### src/rtl/delay_timer_pkg.sv
// Shared definitions for the multi-channel delay timer.
//   StIdle / StRun : channel state encodings
//   chan_state_e   : enum used by every timer_channel instance
package delay_timer_pkg;
   localparam logic StIdle = 1'b0;
   localparam logic StRun  = 1'b1;

   typedef enum logic {
      IDLE = StIdle,
      RUN  = StRun
   } chan_state_e;
endpackage

### src/rtl/timer_channel.sv
// One down-counting timer channel driven by the shared prescaler tick.
//   clk, rst   : clock, synchronous active-high reset
//   tick       : shared prescaler strobe, one clock wide
//   start      : load load_value and run (restarts a running channel)
//   stop       : abort to IDLE, count held; wins over start
//   periodic   : 1 = reload on expiry, 0 = one-shot (sampled at expiry only)
//   load_value : reload value (sampled at load/reload only)
//   timeout    : registered one-clock expiry pulse
//   busy       : 1 while in RUN
//   count      : current down-counter value
module timer_channel
   import delay_timer_pkg::*;
#(
   parameter int NumberOfBits = 20
) (
   input  logic                    clk,
   input  logic                    rst,
   input  logic                    tick,
   input  logic                    start,
   input  logic                    stop,
   input  logic                    periodic,
   input  logic [NumberOfBits-1:0] load_value,
   output logic                    timeout,
   output logic                    busy,
   output logic [NumberOfBits-1:0] count
);

   chan_state_e             state_q, state_d;
   logic [NumberOfBits-1:0] count_q, count_d;
   logic                    timeout_q, timeout_d;

   always_comb begin
      state_d   = state_q;
      count_d   = count_q;
      timeout_d = 1'b0;
      if (stop) begin
         state_d = IDLE;
      end else if (start) begin
         // Also covers start on the expiry cycle: the pulse is dropped.
         state_d = RUN;
         count_d = load_value;
      end else if (state_q == RUN && tick) begin
         if (count_q != '0) begin
            count_d = count_q - NumberOfBits'(1);
         end else begin
            timeout_d = 1'b1;
            if (periodic) count_d = load_value;
            else          state_d = IDLE;
         end
      end
   end

   always_ff @(posedge clk) begin
      if (rst) begin
         state_q   <= IDLE;
         count_q   <= '0;
         timeout_q <= 1'b0;
      end else begin
         state_q   <= state_d;
         count_q   <= count_d;
         timeout_q <= timeout_d;
      end
   end

   assign timeout = timeout_q;
   assign busy    = (state_q == RUN);
   assign count   = count_q;

endmodule

### src/rtl/delay_timer_multi.sv
// Multi-channel delay timer: one free-running shared prescaler feeding
// Channels independent down-counters.
//   Clock, Reset : clock, synchronous active-high reset
//   Start, Stop  : per-channel load-and-run / abort requests
//   Periodic     : per-channel auto-reload enable
//   LoadValue    : channel i at [i*NumberOfBits +: NumberOfBits]
//   Prescale     : tick every Prescale+1 clocks
//   Timeout      : per-channel one-clock expiry pulse
//   Busy         : per-channel RUN flag
//   Count        : per-channel counter, packed like LoadValue
module delay_timer_multi
   import delay_timer_pkg::*;
#(
   parameter int NumberOfBits = 20,
   parameter int Channels     = 4,
   parameter int PrescaleBits = 8
) (
   input  logic                             Clock,
   input  logic                             Reset,
   input  logic [Channels-1:0]              Start,
   input  logic [Channels-1:0]              Stop,
   input  logic [Channels-1:0]              Periodic,
   input  logic [Channels*NumberOfBits-1:0] LoadValue,
   input  logic [PrescaleBits-1:0]          Prescale,
   output logic [Channels-1:0]              Timeout,
   output logic [Channels-1:0]              Busy,
   output logic [Channels*NumberOfBits-1:0] Count
);

   logic [PrescaleBits-1:0] prescaler_q, prescaler_d;
   logic                    tick;

   // >= rather than == so lowering Prescale below the current phase
   // wraps at once instead of running the full 2^PrescaleBits cycle.
   always_comb begin
      tick        = (prescaler_q >= Prescale);
      prescaler_d = tick ? '0 : prescaler_q + PrescaleBits'(1);
   end

   always_ff @(posedge Clock) begin
      if (Reset) prescaler_q <= '0;
      else       prescaler_q <= prescaler_d;
   end

   for (genvar i = 0; i < Channels; i++) begin : g_ch
      timer_channel #(
         .NumberOfBits(NumberOfBits)
      ) u_ch (
         .clk       (Clock),
         .rst       (Reset),
         .tick      (tick),
         .start     (Start[i]),
         .stop      (Stop[i]),
         .periodic  (Periodic[i]),
         .load_value(LoadValue[i*NumberOfBits +: NumberOfBits]),
         .timeout   (Timeout[i]),
         .busy      (Busy[i]),
         .count     (Count[i*NumberOfBits +: NumberOfBits])
      );
   end

endmodule

### config.mk
export PLATFORM = sky130hd
export DESIGN_NAME = delay_timer_multi
export DESIGN_NICKNAME = d
export VERILOG_FILES = /design/src/rtl/delay_timer_pkg.sv /design/src/rtl/timer_channel.sv /design/src/rtl/delay_timer_multi.sv
export SDC_FILE = /design/constraint.sdc
export NUM_CORES = 1
export LEC_CHECK = 0
export BUFFER_PORTS_ARGS = -buffer_cell sky130_fd_sc_hd__buf_2
export CAP_MARGIN = 10
export CORE_ASPECT_RATIO = 1.1
export CORE_MARGIN = 2
export CORE_UTILIZATION = 45
export DETAILED_ROUTE_END_ITERATION = 16
export MAX_ROUTING_LAYER = met4
export PLACE_DENSITY = 0.86
export SLEW_MARGIN = 20
export SYNTH_ARGS = -nofsm -noshare
export SYNTH_HDL_FRONTEND = slang
export SYNTH_SLANG_ARGS = --single-unit
### constraint.sdc
create_clock -name Clock -period 2.9 [get_ports Clock]
set_input_delay 0.87 -clock Clock [delete_from_list [all_inputs] [get_ports Clock]]
set_output_delay 0.87 -clock Clock [all_outputs]
set_load 0.01 [all_outputs]
==> results.cfg <==
[run_status]
outcome = finished clean

[sta]
post-route-period-util = 0.937
setup-violations-final = 0
rsz_0062_raised_after_global_routing = no
max_slew.worst_pin.slew_ps = 791
finClkSkew_ps = 9.32
drv_slew = 0
timing.max_slew.rel_slack = 0.473
holdWs_ps = 472
post-route-min-period_ps = 2720
timing.setup.tns_ps = 0
final_hold_violations = 0
fmax_mhz = 368
layout_setup_ws_ps = 184

[global_route]
grt_max_degree = 44
grt_pass1_wl_um = 28000
grt_util_all_layers = 0.241
number_of_antenna_violations_at_the_first_check_in_global_routing = 0
first_global_vias = 6098
grt-ovfl-total = 0

[route]
total_met3_wirelength_after_detailed_routing_um = 1250
maxUsedRoutingLayer = met4
drc = 0
routedWlPerCell_um = 14.6
viasPerCell = 5.75
dr_wl_met2_um = 8220
drt_iter0_markers = 625
dr.pass1.iters = 5
detailed_route_wire_length_on_metal_1_um = 7430
route.antenna.remaining_nets = 0
wirelength_um = 17300
vias_after_detailed_routing = 6799

[placement]
worst_case_setup_slack_after_placement_ps = -168
gpl.final_weighted_congestion = 0.908
dpl_cell_area_um2 = 7250
buffer_ports.inserted = 189
detailed_place_hpwl_um = 12600

[cts]
post_cts_resized = 0
buffer_cell_driving_the_clock_tree_root = sky130_fd_sc_hd__clkbuf_16
cts_setup_buffers = 0
cts.sinks = 96
cts_tree = yes
clk_latency_ps = 350
clock_path_buffers = 2
h-tree-depth = 3
cts_buffers = 9
clk_transition_reported_paths_ps = 60
post_cts_hold_buffer_count = 0

[setup_path]
worst_path_dominant_cell_family = compound AO/OA/AOI/OAI gates
crit_chain = buf_2, ha_1, nand2b_1, a2111oi_1, buf_4, o311ai_2, buf_12, a32oi_2, buf_4, o21ai_0, a21oi_1
max_stage_delay_ps = 380
critical_path_peak_fanout = 22
cpMaxStageDelayCell = sky130_fd_sc_hd__a2111oi_1
timing.critical_path.buf_inv = 4
type_of_element_capturing_the_critical_path = register
critical_path_class = input pin to register
critical-path-top-cell-by-count = sky130_fd_sc_hd__buf_4
cp-start-kind = input pin
timing.critical_path.required_ps = 3170
critical_path_arrival_ps = 2990

[power_and_ir_drop]
peakVddDrop_mv = 0.281
power.leakage_nw = 3.32
pwr_density_cell_nw_per_um2 = 548
total_power_consumption_w = 0.00411

[hold_path]
min_path_type = register to register

[final_layout]
antenna_diode_count = 0
ff_latch_area_um2 = 1920
drive_gt1_frac = 0.239
multiInputGateArea_um2 = 3800
fillerInstances = 1241
leading_cell_type_in_the_layout_fill_and_taps_excluded = sky130_fd_sc_hd__buf_2
final_cell_mix = 189 x sky130_fd_sc_hd__buf_2, 115 x sky130_fd_sc_hd__a21oi_1, 96 x sky130_fd_sc_hd__dfxtp_1
design.final.nets = 1137
final_cell_area_um2 = 7500
area_growth_syn_to_layout_pct = 23.7

[die]
y_dimension_of_the_die_um = 126
core_area_um2 = 13200
start_util = 0.461
top_level_ports = 190
die_x_um = 115
rows = 44
die_area_um2 = 14400

[yosys]
ys.warnings.count = 0
yosys_register_bits = 96
synthesis.area_per_instance_um2 = 7.11
synth_area_leader = sky130_fd_sc_hd__dfxtp_1
async_reset_ff_frac = 0
synth.yosys.seq_area_share = 0.317
synth-main-ff-cell = sky130_fd_sc_hd__dfxtp_1
yosysUniqueCellTypes = 56
total_nets_after_synthesis = 972
number_of_enable_flip_flop_cells_after_synthesis = 0
synthTopCellsByArea = sky130_fd_sc_hd__dfxtp_1 32%, sky130_fd_sc_hd__a21oi_1 9.5%, sky130_fd_sc_hd__a21o_1 7.9%
synth_cells = 853
synthesis.area_um2 = 6060
share_of_yosys_cell_area_claimed_by_the_top_area_cell_type = 0.317

[flow_run]
drv_cap = 0
==> flip-flops by register name, indices dropped and copies added (netlist names) <==
name	count
g_ch.u_ch.busy	4
g_ch.u_ch.timeout	4
g_ch.u_ch.count	80
prescaler_q	8
==> synth_stat cells (all sizes together), types with 7 or more instances <==
library cell  instances
nand4                11
dfxtp                96
nand3                45
a21oi               115
nand3b               12
nor3                 41
nor2                 84
nor4                  8
inv                  34
nand2                86
o21ai                76
ha                   17
a211oi               12
buf                  18
a31oi                 7
a21o                 64
clkbuf               43
==> area by class of cell <==
| class | instances | area share |
|---|---|---|
| multi-input combinational | 662 | 0.506 |
| sequential | 96 | 0.256 |
| timing repair buffer | 215 | 0.160 |
| clock buffer | 14 | 0.0325 |
| tap | 161 | 0.0269 |
| inverter | 34 | 0.0170 |
| clock inverter | 1 | 0.000667 |
==> report_power, final <==
part | total [W] | internal (W) | switching [W]
Clock | 0.00106 | 0.000578 | 0.000487
Sequential | 0.00153 | 0.00141 | 0.000113
Combinational | 0.00152 | 0.000601 | 0.000917
==> stage by stage <==
step	util	cells
after floorplan	-	853
after global placement	0.551	1168
after detailed placement	0.551	1168
after CTS	0.570	1183
after global routing	0.570	1183
final	0.570	1183
==> metal layers <==
layer  vias up  global-route usage
li1       3368                   -
met5         -                   -
met3        26              0.0433
met1      3120               0.296
met2       285               0.385
met4         0               0.106
==> cells by family after synthesis <==
group	Yosys count	synth area share
DFF	96	0.317
adders and majority gates	17	0.0351
xor gates and xnor gates	6	0.00867
AOI/OAI and AO/OA	302	0.300
muxes	4	0.00722
and+or+nand+nor	333	0.266
buffers and inverters	95	0.0664
==> final timing paths <==
| check | from | end | slack (ps) | cells after the start |
|---|---|---|---|---|
| max | Prescale[0] | g_ch[2].u_ch.count[9] | 180 | 11 |
| min | prescaler_q[0] | prescaler_q[0] | 470 | 1 |
| max reg2reg | g_ch[3].u_ch.count[8] | g_ch[3].u_ch.count[0] | 330 | 5 |
| min reg2reg | prescaler_q[0] | prescaler_q[0] | 470 | 1 |
No activity file was read; power rests on OpenSTA's default activity.
